$ cat src/rtl/bp_clint_cmd_arbiter_pkg.sv
// Shared helpers for the CLINT command arbiter slice.
package bp_clint_cmd_arbiter_pkg;

  // Width of an index into n items; never returns zero so single-entry cases stay legal.
  function automatic int safe_clog2(input int n);
    return (n <= 1) ? 1 : $clog2(n);
  endfunction

endpackage

$ cat src/rtl/bp_clint_tag_fifo.sv
// In-order source-tag FIFO: remembers which requester issued each outstanding CLINT command.
module bp_clint_tag_fifo
  import bp_clint_cmd_arbiter_pkg::*;
#(
  parameter int els_p       = 2,
  parameter int tag_width_p = 1
) (
  input  logic                   clk_i,
  input  logic                   reset_n_i,
  input  logic                   push_i,
  input  logic [tag_width_p-1:0] data_i,
  input  logic                   pop_i,
  output logic [tag_width_p-1:0] data_o,
  output logic                   full_o,
  output logic                   empty_o
);

  localparam int ptr_w = safe_clog2(els_p);
  localparam int cnt_w = $clog2(els_p + 1);

  logic [els_p-1:0][tag_width_p-1:0] mem;
  logic [ptr_w-1:0]                  rptr, wptr;
  logic [cnt_w-1:0]                  count;

  function automatic logic [ptr_w-1:0] ptr_inc(input logic [ptr_w-1:0] p);
    return (32'(p) == els_p - 1) ? '0 : p + ptr_w'(1);
  endfunction

  always_ff @(posedge clk_i or negedge reset_n_i) begin
    if (!reset_n_i) begin
      rptr  <= '0;
      wptr  <= '0;
      count <= '0;
      mem   <= '0;
    end else begin
      if (push_i) begin
        mem[wptr] <= data_i;
        wptr      <= ptr_inc(wptr);
      end
      if (pop_i)
        rptr <= ptr_inc(rptr);
      if (push_i && !pop_i)
        count <= count + cnt_w'(1);
      else if (pop_i && !push_i)
        count <= count - cnt_w'(1);
    end
  end

  assign data_o  = mem[rptr];
  assign full_o  = (count == cnt_w'(els_p));
  assign empty_o = (count == '0);

endmodule

$ cat src/rtl/bp_clint_cmd_arbiter.sv
// Round-robin sharing of the CLINT command port, with in-order routing of responses to issuers.
module bp_clint_cmd_arbiter
  import bp_clint_cmd_arbiter_pkg::*;
#(
  parameter int num_req_p    = 2,
  parameter int cmd_width_p  = 8,
  parameter int resp_width_p = 8,
  parameter int els_p        = 2
) (
  input  logic                             clk_i,
  input  logic                             reset_n_i,
  input  logic [num_req_p*cmd_width_p-1:0] req_cmd_i,
  input  logic [num_req_p-1:0]             req_cmd_v_i,
  output logic [num_req_p-1:0]             req_cmd_yumi_o,
  output logic [resp_width_p-1:0]          req_resp_o,
  output logic [num_req_p-1:0]             req_resp_v_o,
  input  logic [num_req_p-1:0]             req_resp_ready_i,
  output logic [cmd_width_p-1:0]           cmd_o,
  output logic                             cmd_v_o,
  input  logic                             cmd_yumi_i,
  input  logic [resp_width_p-1:0]          resp_i,
  input  logic                             resp_v_i,
  output logic                             resp_ready_o
);

  localparam int tag_w = safe_clog2(num_req_p);
  typedef logic [tag_w-1:0] tag_t;

  logic [num_req_p-1:0][cmd_width_p-1:0] cmd_arr;
  tag_t rr_ptr, winner, head, owner;
  logic found, full, empty, grant, owner_valid, resp_fire, bypass, push, pop;

  assign cmd_arr = req_cmd_i;

  // Two passes: at/above the pointer first, then wrap to the lowest index below it.
  always_comb begin
    winner = '0;
    found  = 1'b0;
    for (int unsigned i = 0; i < num_req_p; i++) begin
      if (!found && req_cmd_v_i[i] && (i >= 32'(rr_ptr))) begin
        winner = tag_t'(i);
        found  = 1'b1;
      end
    end
    for (int unsigned i = 0; i < num_req_p; i++) begin
      if (!found && req_cmd_v_i[i]) begin
        winner = tag_t'(i);
        found  = 1'b1;
      end
    end
  end

  assign cmd_v_o = found & ~full & reset_n_i;
  assign cmd_o   = cmd_arr[winner];
  assign grant   = cmd_yumi_i & cmd_v_o;

  // With nothing outstanding, the CLINT may answer in the very cycle it takes the command.
  assign owner_valid  = ~empty | grant;
  assign owner        = empty ? winner : head;
  assign resp_ready_o = req_resp_ready_i[owner] & owner_valid & reset_n_i;
  assign req_resp_o   = resp_i;
  assign resp_fire    = resp_v_i & resp_ready_o;
  assign bypass       = empty & grant & resp_fire;
  assign push         = grant & ~bypass;
  assign pop          = ~empty & resp_fire;

  always_comb begin
    req_cmd_yumi_o = '0;
    req_resp_v_o   = '0;
    for (int unsigned i = 0; i < num_req_p; i++) begin
      req_cmd_yumi_o[i] = grant & (32'(winner) == i);
      req_resp_v_o[i]   = resp_v_i & owner_valid & reset_n_i & (32'(owner) == i);
    end
  end

  always_ff @(posedge clk_i or negedge reset_n_i) begin
    if (!reset_n_i)
      rr_ptr <= '0;
    else if (grant)
      rr_ptr <= (32'(winner) == num_req_p - 1) ? '0 : winner + tag_t'(1);
  end

  bp_clint_tag_fifo #(
    .els_p       (els_p),
    .tag_width_p (tag_w)
  ) tag_fifo (
    .clk_i     (clk_i),
    .reset_n_i (reset_n_i),
    .push_i    (push),
    .data_i    (winner),
    .pop_i     (pop),
    .data_o    (head),
    .full_o    (full),
    .empty_o   (empty)
  );

  a_yumi_needs_valid: assert property (@(posedge clk_i) disable iff (!reset_n_i)
    cmd_yumi_i |-> cmd_v_o);
  a_resp_has_owner: assert property (@(posedge clk_i) disable iff (!reset_n_i)
    resp_v_i |-> (!empty || cmd_yumi_i));

endmodule

$ cat config.mk
export PLATFORM = sky130hd
export DESIGN_NAME = bp_clint_cmd_arbiter
export DESIGN_NICKNAME = d
export VERILOG_FILES = /design/src/rtl/bp_clint_cmd_arbiter_pkg.sv /design/src/rtl/bp_clint_tag_fifo.sv /design/src/rtl/bp_clint_cmd_arbiter.sv
export SDC_FILE = /design/constraint.sdc
export NUM_CORES = 1
export LEC_CHECK = 0
export ABC_AREA = 1
export CORE_MARGIN = 2
export CORE_UTILIZATION = 31
export CTS_CLUSTER_SIZE = 40
export DETAILED_ROUTE_END_ITERATION = 10
export GPL_TIMING_DRIVEN = 1
export PLACE_DENSITY = 0.77
export SYNTH_ARGS = -nofsm -noshare
export SYNTH_HDL_FRONTEND = slang
export SYNTH_HIERARCHICAL = 1
export SYNTH_SLANG_ARGS = --single-unit
export TNS_END_PERCENT = 5
$ cat constraint.sdc
create_clock -name clk_i -period 2.6 [get_ports clk_i]
set_input_delay 0.52 -clock clk_i [delete_from_list [all_inputs] [get_ports clk_i]]
set_output_delay 0.52 -clock clk_i [all_outputs]
set_load 0.01 [all_outputs]
---- Yosys cells after proc, flatten, opt, wreduce, memory -nomap -nowiden ----
Index checks and enable logic that the tools add are counted.
cells by class
  add/subtract/negate cells ............... 5
  multiply operators ...................... 0
  divide/modulo/power cells ............... 0
  $lt $le $gt $ge ......................... 6
  eq/ne operators ......................... 1
  shifts and indexed selects .............. 0
  multiplexer cells ....................... 22
  bitwise logic cells ..................... 22
  reduce and logical (&&, ||, !) cells .... 14
operators with widths
  operator                                             number
  bitwise AND 1 bit                                    16
  2-to-1 mux 1 bit                                     16
  2-to-1 mux 8 bit                                     2
  < comparator 1 x 2 -> 1 bit (second input constant)  4
  logical AND 1 bit                                    7
  logical NOT 1 bit                                    5
  NOT 1 bit                                            5
  2-to-1 mux 2 bit                                     2
  adder 1 bit (second input constant)                  3
  adder 2 x 1 -> 2 bit (second input constant)         1
  bitwise mux 2 bit                                    1
  equality test 2 bit (second input constant)          1
  logical NOT 2 bit                                    1
  nonzero test 2 bit                                   1
  subtractor 2 x 1 -> 2 bit (second input constant)    1
  demux 1 bit (select 1 bit)                           1
  >= comparator 1 bit (first input constant)           1
  >= comparator 1 bit (second input constant)          1
  OR 1 bit                                             1
storage, ports and cells
  register bits after elaboration ......... 7
  bits in latches ......................... 0
  RAM bits ................................ 0
  memory bits (read-only) ................. 0
  input port bits ......................... 32
  output and inout bits ................... 22
  memories kept ........................... 0

---- Logic depth before layout (Yosys ltp) ----
  depth in word-level cells ............... 26
  gate-level depth with buffers ........... 14
  depth with buffers taken out ............ 14

---- Cells and area by module ----
Netlist, hierarchy kept.
by module, submodules not included
  module                instances  cells an instance  area an instance (µm²)
  bp_clint_cmd_arbiter  1          66                 334.1
  bp_clint_tag_fifo     1          32                 287.8

---- Least setup slack after synthesis ----
Ideal clock, no wire load.
  path kind ............................... register to register
  start ................................... reg tag_fifo.count[0]
  end ..................................... reg tag_fifo.count[1]
  library setup time ...................... 117 ps
  data arrival time ....................... 1,873 ps
  data required time ...................... 2,483 ps
  setup slack ............................. 610 ps
  cell stages (with the launch flop) ...... 13
  buffers on the path ..................... 0
  clock period less this slack ............ 1,990 ps
  path through ............................ dfrtp_1 -> nor2_1 -> nand3_1 -> nand2_1 -> nand2_1 -> nand2_2 -> nor2_2 -> a21oi_1 -> ha_1 -> inv_1 -> nand3_1 -> nand2_1 -> nand2_1
on the way
  elaborated cells on any way between the ends .. 28
RTL lines
  what                                                 line                        source
  from (decl)                                          bp_clint_tag_fifo.sv:23     logic [cnt_w-1:0] count;
  from (signal assigned)                               bp_clint_tag_fifo.sv:43     count <= count + cnt_w'(1);
  from (signal assigned)                               bp_clint_tag_fifo.sv:45     count <= count - cnt_w'(1);
  logical NOT 2 bit *                                  bp_clint_tag_fifo.sv:51     assign empty_o = (count == '0);
  named net empty                                      bp_clint_cmd_arbiter.sv:31  logic found, full, empty, grant, owner_valid, resp_fire, bypass, push, pop;
  2-to-1 mux 1 bit                                     bp_clint_cmd_arbiter.sv:59  assign owner = empty ? winner : head;
  2-to-1 mux 1 bit (implied by the code) (2 in a row)  bp_clint_cmd_arbiter.sv:60  assign resp_ready_o = req_resp_ready_i[owner] & owner_valid & reset_n_i;
  bitwise AND 1 bit (2 in a row)                       bp_clint_cmd_arbiter.sv:60
  bitwise AND 1 bit                                    bp_clint_cmd_arbiter.sv:62  assign resp_fire = resp_v_i & resp_ready_o;
  bitwise AND 1 bit *                                  bp_clint_cmd_arbiter.sv:63  assign bypass = empty & grant & resp_fire;
  NOT 1 bit *                                          bp_clint_cmd_arbiter.sv:64  assign push = grant & ~bypass;
  bitwise AND 1 bit *                                  bp_clint_cmd_arbiter.sv:64
  named net push                                       bp_clint_cmd_arbiter.sv:31
  logical NOT 1 bit                                    bp_clint_tag_fifo.sv:44     else if (pop_i && !push_i)
  logical AND 1 bit                                    bp_clint_tag_fifo.sv:44
  nonzero test 2 bit (no line)                         n/a
Mark *: on every way through the listed nets, which the timed path passes. The rest lies on a longest branch. The select of a mux whose other input is x is not followed.
A chain may end at the register's enable or synchronous reset.

---- Worst setup path after layout ----
  start ................................... in req_cmd_v_i[0]
  end ..................................... out cmd_o[1]
on the way
  cells in the longest elaborated chain, start to end .. 13
  elaborated cells on any way between the ends .. 15
ends and longest elaborated chain
  what                                                   line                        source
  from (decl)                                            bp_clint_cmd_arbiter.sv:13  input logic [num_req_p-1:0] req_cmd_v_i,
  logical AND 1 bit                                      bp_clint_cmd_arbiter.sv:40  if (!found && req_cmd_v_i[i] && (i >= 32'(rr_ptr))) begin
  2-to-1 mux 1 bit                                       bp_clint_cmd_arbiter.sv:40
  logical NOT 1 bit                                      bp_clint_cmd_arbiter.sv:40
  logical AND 1 bit                                      bp_clint_cmd_arbiter.sv:40
  2-to-1 mux 1 bit                                       bp_clint_cmd_arbiter.sv:40
  logical NOT 1 bit                                      bp_clint_cmd_arbiter.sv:46  if (!found && req_cmd_v_i[i]) begin
  logical AND 1 bit                                      bp_clint_cmd_arbiter.sv:46
  2-to-1 mux 1 bit                                       bp_clint_cmd_arbiter.sv:46
  logical NOT 1 bit                                      bp_clint_cmd_arbiter.sv:46
  logical AND 1 bit                                      bp_clint_cmd_arbiter.sv:46
  2-to-1 mux 1 bit *                                     bp_clint_cmd_arbiter.sv:46
  2-to-1 mux 8 bit (implied by the code) * (2 in a row)  bp_clint_cmd_arbiter.sv:54  assign cmd_o = cmd_arr[winner];
  to (decl)                                              bp_clint_cmd_arbiter.sv:18  output logic [cmd_width_p-1:0] cmd_o,
Mark *: on every way between the ends. The rest lies on a longest branch, timed or not. The select of a mux whose other input is x is not followed.

==> results.py <==
metrics = {
    "logic_synthesis": {
        "synth_fa_ha_area_frac": 0.0201,
        "synthTopCellsByCount": "nand2_1, inv_1, buf_4, dfrtp_1, nor2_1",
        "yosysWarnings": 6,
        "synthMuxAreaShare": 0.0181,
        "synthSimpleGateAreaFrac": 0.410,
        "syn_nets": 131,
        "synth_largest_area_cell": "dfrtp_1",
        "synth_edf_count": 0,
        "ys_seq_elements": 7,
        "ys_top_cells_by_area": "dfrtp_1, nand2_1, buf_4, inv_1, nor2_1",
        "netlist_instances": 98,
        "async_flop_share": 1.00,
        "syn_area_per_cell_um2": 6.35,
        "synth_most_common_cell": "nand2_1",
        "syn_area_um2": 622,
        "synth-compound-area-share": 0.0402,
        "synth_xor_area_frac": 0.0423,
        "yosysUniqueCellTypes": 18,
        "yosysSeqAreaShare": 0.282,
        "yosys.area.top_type_share": 0.282,
        "synth_top_family_by_area": "simple AND/OR/NAND/NOR gates",
        "ys.flop_type": "dfrtp_1",
    },
    "route": {
        "vias": 684,
        "routed_wl_um": 1590,
        "drt_iter0_drc": 9,
        "first_pass_iters": 3,
        "routedWlPerCell_um": 9.58,
        "drc_errors": 0,
        "viasPerCell": 4.12,
        "ant_nets": 0,
    },
    "sta": {
        "drv_slew": 0,
        "timing.hold.ws_ps": 475,
        "maxSlewHeadroom": 0.836,
        "tightest_slew_ps": 246,
        "fin_worst_skew_ps": 0.820,
        "finalCritPeriodShare": 0.954,
        "setup_viol": 0,
        "finalCriticalPeriod_ps": 2480,
        "fmax_ghz": 0.403,
        "rsz0062_at_grt": "no",
        "setup_tns_ps": 0,
        "hold_violations": 0,
    },
    "worst_setup_path": {
        "crit_path_max_fanout": 4,
        "start_kind": "primary input",
        "regToRegStartpoint": "tag_fifo/count[0]",
        "critPathArrivalTime_ps": 1960,
        "setup.worst_path.end_class": "primary output",
        "critical_path.startpoint": "req_cmd_v_i[0]",
        "path_class": "primary input to primary output",
        "required_ps": 2080,
    },
    "min_path": {
        "min_from": "tag_fifo/rptr",
        "hp-class": "register to register",
    },
    "global_routing": {
        "antenna_found_initial": 0,
        "grt_first_pass_wirelength_um": 2730,
        "grt_max_degree": 11,
        "grt_overflow_total": 0,
        "grt_pass1_vias": 698,
        "grt_usage": 0.147,
    },
    "place": {
        "hpwl_um": 1340,
        "io_buffers": 37,
        "placed_area_um2": 1030,
        "place_congestion": 0.752,
    },
    "clocking": {
        "hold_buffers": 0,
        "clk_pin_slew_ps": 50,
        "cts-root-buf": "clkbuf_4",
        "clk_path_buf_depth": 2,
        "cts_buffers": 3,
        "cts_tree": "yes",
        "clk_latency_ps": 240,
        "cts_sinks": 7,
        "htree_levels": 1,
    },
    "die": {
        "die_x_um": 48.8,
        "initial_utilization": 0.324,
        "die_h_um": 48.8,
        "ioPinCount": 54,
        "core_area_um2": 1920,
        "num_rows": 16,
        "fp.dieArea_um2": 2380,
    },
    "pwr": {
        "powerDensity_nw_per_um2": 689,
        "max-vdd-ir-drop_v": 0.000296,
        "p_leak_nw": 0.590,
    },
    "finish": {
        "drive_gt1_frac": 0.180,
        "syn_to_final_growth_pct": 70.8,
        "num-nets-final": 173,
        "design_area_um2": 1060,
        "antennaDiodeCount": 0,
    },
    "job": {
        "cap_viol_max_count": 0,
    },
    "outcome": {
        "outcome": "finished, final reports clean",
    },
}
-- repair_timing --
item	in CTS	in global routing
pin swaps	0	0
setup endpoints to repair	2	9
resized for setup	2	5
buffers inserted	0	0
-- routing by layer --
layer / vias up / global-route usage / wire (um)
met5: - / 0 / 0
met4: 0 / 0.0714 / 17
met3: 2 / 0.0583 / 185
met2: 34 / 0.242 / 711
met1: 278 / 0.166 / 677
li1: 370 / - / -
-- sequential cells by signal (all words and copies together), names as in the netlist --
signal	flops
tag_fifo/rptr	1
rr_ptr	1
tag_fifo/wptr	1
tag_fifo/mem	2
tag_fifo/count	2
-- path summary, 6_finish.rpt --
check                                         end  slack [ps]  cells past startpoint
worst max register to register  tag_fifo/count[1]         470                     14
min in group asynchronous       tag_fifo/count[0]         610                      2
worst min-delay path                tag_fifo/rptr         480                      1
max in group asynchronous           tag_fifo/rptr        1850                      2
worst min register to register      tag_fifo/rptr         480                      1
worst max-delay path                     cmd_o[1]         120                      7
-- cell families (layout without fill, tap and decap cells) --
logic type	Yosys count	in the layout
flip-flops	7	7
buffers and inverters	23	64
multiplexers	1	1
adder cells (fa/ha/maj)	1	1
XOR/XNOR	3	3
AND/OR/NAND/NOR	58	58
AO/OA/AOI/OAI	5	5
-- stage by stage --
step                      total power, mW  instances  utilization  setup WS, ps
after floorplan                     0.456         98            -           610
after global placement              0.626        162        0.534          20.7
after detailed placement            0.640        162        0.534          4.15
after CTS                           0.739        166        0.546          29.8
after global routing                0.804        166        0.553          16.3
final                               0.732        166        0.553           120
-- cells in the final DEF (no fill, tap or decap) --
| cell type | count |
|---|---|
| dlygate4sd2_1 | 2 |
| xnor2_1 | 1 |
| nor2_1 | 6 |
| dfrtp_1 | 7 |
| nand2_1 | 38 |
| buf_4 | 8 |
| nor3_2 | 1 |
| nand3_1 | 3 |
| nand4_1 | 1 |
| nand3_2 | 2 |
| mux2_2 | 1 |
| inv_1 | 12 |
| a21oi_1 | 3 |
| xor2_1 | 2 |
| dlymetal6s2s_1 | 3 |
| clkbuf_4 | 3 |
| clkbuf_1 | 1 |
| clkdlybuf4s50_1 | 32 |
| inv_2 | 3 |
| ha_1 | 1 |
| nand2_2 | 4 |
| nor2_2 | 3 |
| o21ai_0 | 2 |
-- power by group --
part           switching (mW)  internal (mW)
Combinational           0.210          0.215
Clock                  0.0383         0.0584
Sequential             0.0465          0.164
Total                   0.295          0.437
-- worst max-delay path: stages --
cell	delay (ps)
clkdlybuf4s50_1	470
nand2_1	80
nand2_2	100
buf_4	140
nand2_1	50
nand2_1	60
clkdlybuf4s50_1	530
-- final cells by class --
class                      instances  area (um^2)
tap                               27         33.8
inverter                          15         56.3
sequential                         7          175
timing repair buffer              45          435
fill                             194          860
multi-input combinational         68          335
clock buffer                       4         26.3
No activity file was read; power rests on OpenSTA's default activity.
